$ cat src/rtl/obs_misr.sv
// Observation MISR: compacts LEN consecutive 3-bit S_IN samples into a 16-bit
// signature and counts samples with S_IN[0] high, under a START/DONE/ACK handshake.
module obs_misr #(
  parameter int               SIG_W = 16,
  parameter int               LEN_W = 8,
  parameter logic [SIG_W-1:0] POLY  = 16'h1021,
  parameter logic [SIG_W-1:0] SEED  = 16'hFFFF
) (
  input  logic             CLK,
  input  logic             RST,
  input  logic [2:0]       S_IN,
  input  logic             START,
  input  logic [LEN_W-1:0] LEN,
  input  logic             ACK,
  output logic             BUSY,
  output logic             DONE,
  output logic [SIG_W-1:0] SIG,
  output logic [LEN_W-1:0] HITS
);

  typedef enum logic [1:0] {
    ST_IDLE,
    ST_RUN,
    ST_DONE
  } state_t;

  state_t           r_state;
  logic [SIG_W-1:0] r_sig;
  logic [LEN_W-1:0] r_hits;
  logic [LEN_W-1:0] r_rem;
  logic             r_busy;
  logic             r_done;

  logic [SIG_W-1:0] w_sig_next;
  logic [LEN_W-1:0] w_hits_next;

  always_comb begin
    w_sig_next  = {r_sig[SIG_W-2:0], 1'b0}
                ^ (r_sig[SIG_W-1] ? POLY : '0)
                ^ {{(SIG_W-3){1'b0}}, S_IN};
    w_hits_next = r_hits + LEN_W'(S_IN[0]);
  end

  // BUSY/DONE are registered alongside the state so they track it exactly.
  always_ff @(posedge CLK) begin
    if (RST) begin
      r_state <= ST_IDLE;
      r_sig   <= SEED;
      r_hits  <= '0;
      r_rem   <= '0;
      r_busy  <= 1'b0;
      r_done  <= 1'b0;
    end else begin
      case (r_state)
        ST_IDLE: begin
          if (START) begin
            r_sig  <= SEED;
            r_hits <= '0;
            r_rem  <= LEN;
            if (LEN != '0) begin
              r_state <= ST_RUN;
              r_busy  <= 1'b1;
            end else begin
              r_state <= ST_DONE;
              r_done  <= 1'b1;
            end
          end
        end
        ST_RUN: begin
          r_sig  <= w_sig_next;
          r_hits <= w_hits_next;
          r_rem  <= r_rem - LEN_W'(1);
          if (r_rem == LEN_W'(1)) begin
            r_state <= ST_DONE;
            r_busy  <= 1'b0;
            r_done  <= 1'b1;
          end
        end
        ST_DONE: begin
          if (ACK) begin
            r_state <= ST_IDLE;
            r_done  <= 1'b0;
          end
        end
        default: begin
          r_state <= ST_IDLE;
          r_busy  <= 1'b0;
          r_done  <= 1'b0;
        end
      endcase
    end
  end

  assign BUSY = r_busy;
  assign DONE = r_done;
  assign SIG  = r_sig;
  assign HITS = r_hits;

endmodule
$ cat config.mk
export PLATFORM = sky130hd
export DESIGN_NAME = obs_misr
export DESIGN_NICKNAME = d
export VERILOG_FILES = /design/src/rtl/obs_misr.sv
export SDC_FILE = /design/constraint.sdc
export NUM_CORES = 1
export LEC_CHECK = 0
export ABC_AREA = 0
export BUFFER_PORTS_ARGS = -buffer_cell sky130_fd_sc_hd__buf_2
export CORE_AREA = 2 2 65 98
export CTS_BUF_LIST = sky130_fd_sc_hd__clkbuf_8
export DETAILED_ROUTE_END_ITERATION = 10
export DIE_AREA = 0 0 67 100
export GPL_TIMING_DRIVEN = 1
export SYNTH_ARGS = -nofsm -noshare
export SYNTH_HDL_FRONTEND = slang
export SYNTH_SLANG_ARGS = --single-unit
$ cat constraint.sdc
create_clock -name CLK -period 1.73 [get_ports CLK]
set_input_delay 0 -clock CLK [delete_from_list [all_inputs] [get_ports CLK]]
set_output_delay 0 -clock CLK [all_outputs]
set_load 0.005 [all_outputs]
==> impl_results.md <==
* Status: complete, no violations
* DRC at 0
* Arr. time, crit path at 1720 ps
* DRT Pass-1 Iters at 4
* Fmax at 654 MHz
* HPWL Detailed at 3080 um
* TritonCTS clock tree: yes
* Hold depth at 3
* Seq/Total Area, Yosys at 42.0%
* Worst-path cell with the longest stage delay: dfxtp_1
* Vias in the first global route at 1,498
* Final setup fails at 0
* # rows at 35
* FF-to-FF path depth at 6
* CTS Root Cell: clkbuf_8
* Final min period at 1530 ps
* Hold WC Path Type: in -> reg
* Gpl congestion at 0.780
* Startpoint Class: register
* Final Hold Viols at 0
* Post-Synthesis Cell Area at 0.00172 sq mm
* Hold path endpoint: r_rem[0]
* Grt total ovfl at 0
* Starting DRC count in detailed routing at 87
* CP required at 1920 ps
* Drt wl/cell at 13.4 um
* Ys async rst share at 0%
* Detail Route Antenna Nets at 0
* First-pass GRT wire length at 6870 um
* Yosys reg bits at 36
* Leak at 0.798 nW
* Number of synthesized flops with an enable pin at 0
* Netlist cell types at 38
* Worst path cell trace: inv_1, ha_1, nor3b_2, nand4_1, o21ai_0, a2111oi_2
* Worst r2r src: r_rem[0]
* Initial antenna violation count at 0
* Via count at 1,605
* ANT cells at 0
* CP Class: reg -> reg
* Worst-Margin Slew at 610 ps
* Largest net degree at the start of global routing at 37
* Peak VDD IR at 0.634 mV
* I/O Buffers at 40
* Syn. warnings at 0
* CTS H-Tree Depth at 2
* Mapped Cells at 200
* Skew-Pair Late Insertion Delay at 290 ps
* Power Density at 883 mW/mm^2
* Final #Nets at 264
* Final worst slack at 201 ps
* Die area at 0.00670 sq mm
* Setup TNS at 0 ps
* Core area at 0.00596 sq mm
* IO Pins at 41
* RR Endpoint: r_rem[6]
* Worst slack, placed at 128 ps
* Routed WL at 4290 um
* Postcts setup bufs at 0
* CTS max path bufs at 2
* Starting Density at 28.8%
* Syn Area/Cell at 8.58 sq um
* GRT Resource Usage Total at 13.3%
* Max-Cap Viols at 0
* Critical path capture point type: register
* DIE HEIGHT at 100 um
* Final Cycle Share at 88.4%
* Die width at 67 um
* Max_slew headroom at 59.3%
* CTS sink count at 36
* Reg2Reg Setup Slack at 200 ps
* Ratio of cells with drive above 1 in the final layout at 26.4%
* CTS Buf Count at 5
* Setup Skew at 5.56 ps
* Max stage delay on crit path at 390 ps
* RSZ-0062 raised after global routing: no
* Total power at 1.87 mW
* Area growth syn-to-layout at 23.6%
* Fill cells at 672
* Most used DFF post-synth: dfxtp_1
* Layout Utilization at 35.6%
* Clock transition at the registers of the reported paths at 80 ps
* Max FO, Critical Path at 4
* Final Max Slew Viols at 0
* Mapped Nets at 219
* Routed vias/inst at 5.02
* Hold path start: LEN[0]
[worst max-delay path, delay by kind of cell, from the launching register on]
kind	cells	cell delay, ps
AOI/OAI and AO/OA	2	450
buffers and inverters	1	80
adders and majority gates	1	230
and+or+nand+nor	2	290
DFF	1	390
[power breakdown]
group,switching [mW],leakage (nW),internal (mW),total [mW]
clock,0.328,0.0404,0.285,0.613
combinational,0.184,0.463,0.152,0.336
sequential,0.0527,0.294,0.871,0.924
[cell type report]
| class | instances | area [sq um] | share of cell area, % |
|---|---|---|---|
| Tap cell | 74 | 92.6 | 4.37 |
| Clock buffer | 5 | 68.8 | 3.24 |
| Sequential cell | 36 | 722 | 34.0 |
| Clock inverter | 3 | 23.8 | 1.12 |
| Multi-Input combinational cell | 145 | 902 | 42.5 |
| Inverter | 5 | 18.8 | 0.885 |
| Timing Repair Buffer | 52 | 293 | 13.8 |
[metrics by stage]
stage	hold slack, ps	instances	area (sq um)
after global placement	305	311	2010
after detailed placement	307	311	2010
after floorplan	194	200	1720
after CTS	50.7	320	2110
final	54.8	320	2120
after global routing	69.6	320	2120
[state kept, by name (all words and copies together), names as in the netlist]
name	cells
r_rem	8
HITS	8
BUSY	1
SIG	16
DONE	1
r_state	2
[synthesized netlist by cell type, types with 2 or more instances]
library cell	number	share of area, %
nand4_1	4	1.5
nor2b_1	2	0.73
xor2_1	6	3.1
a31oi_1	4	1.5
nand2_1	9	2.0
nor3b_1	2	0.88
nor3_1	7	2.0
ha_1	4	2.9
nand3_1	2	0.58
or4_1	3	1.3
a22oi_1	2	0.88
o211ai_1	2	0.88
nor2_1	19	4.2
buf_6	2	1.3
nand2b_1	18	6.6
a311oi_1	2	1.0
a21oi_1	10	2.9
a211oi_1	8	3.5
o22ai_1	16	5.8
o21ai_0	12	3.5
o21bai_1	2	0.88
dfxtp_1	36	42
inv_1	5	1.1
clkbuf_1	4	0.88
buf_2	6	1.8
[logic make-up after synthesis]
kind of cell               after synthesis  synth area share, %
AOI/OAI and AO/OA                       62                 23.6
xor gates and xnor gates                 6                 3.06
adders and majority gates                4                 2.92
buffers and inverters                   19                 5.69
DFF                                     36                 42.0
and+or+nand+nor                         73                 22.8
[per-layer routing]
metal / GRT usage [%] / vias up / share of wire (%)
met3: 2.91 / 6 / 3.9
met4: 6.59 / 0 / 1.1
met5: 0 / - / 0
met1: 15.8 / 748 / 44
li1: - / 816 / -
met2: 22.1 / 35 / 51
[what timing repair did]
item                                   in CTS  in global routing
resized for setup                           0                  2
endpoints found under the hold margin       1                  0
hold buffers                                1                  0
setup endpoints to repair                   0                  2
[how the worst max path moves through the flow]
| stage | slack, ps | from | to |
|---|---|---|---|
| 2_1_floorplan | 330 | r_rem[0] | r_rem[6] |
| 3_3_place_gp | 150 | r_rem[0] | r_rem[6] |
| 3_5_place_dp | 130 | r_rem[0] | r_rem[6] |
| 4_1_cts | 100 | r_rem[0] | r_rem[6] |
| 5_1_grt | 30 | r_rem[0] | r_rem[6] |
| 6_report | 200 | r_rem[0] | r_rem[6] |
[placed cells by master (no fill, tap or decap), types with 2 or more instances in the layout]
| cell type | synthesis | final |
|---|---|---|
| nor3_1 | 7 | 7 |
| nor2_1 | 19 | 19 |
| o21ai_0 | 12 | 12 |
| a21oi_1 | 10 | 10 |
| nand2_1 | 9 | 9 |
| nand4_1 | 4 | 4 |
| buf_2 | 6 | 40 |
| a311oi_1 | 2 | 2 |
| clkbuf_8 | 0 | 5 |
| o21bai_1 | 2 | 2 |
| a211oi_1 | 8 | 8 |
| buf_4 | 1 | 11 |
| a22oi_1 | 2 | 2 |
| o211ai_1 | 2 | 2 |
| nand2b_1 | 18 | 18 |
| xor2_1 | 6 | 6 |
| o22ai_1 | 16 | 16 |
| nand3_1 | 2 | 2 |
| ha_1 | 4 | 4 |
| inv_1 | 5 | 5 |
| clkinvlp_4 | 0 | 2 |
| a31oi_1 | 4 | 4 |
| dfxtp_1 | 36 | 35 |
| or4_1 | 3 | 3 |
| nor2b_1 | 2 | 2 |
Power figures use the tool's default switching activity.
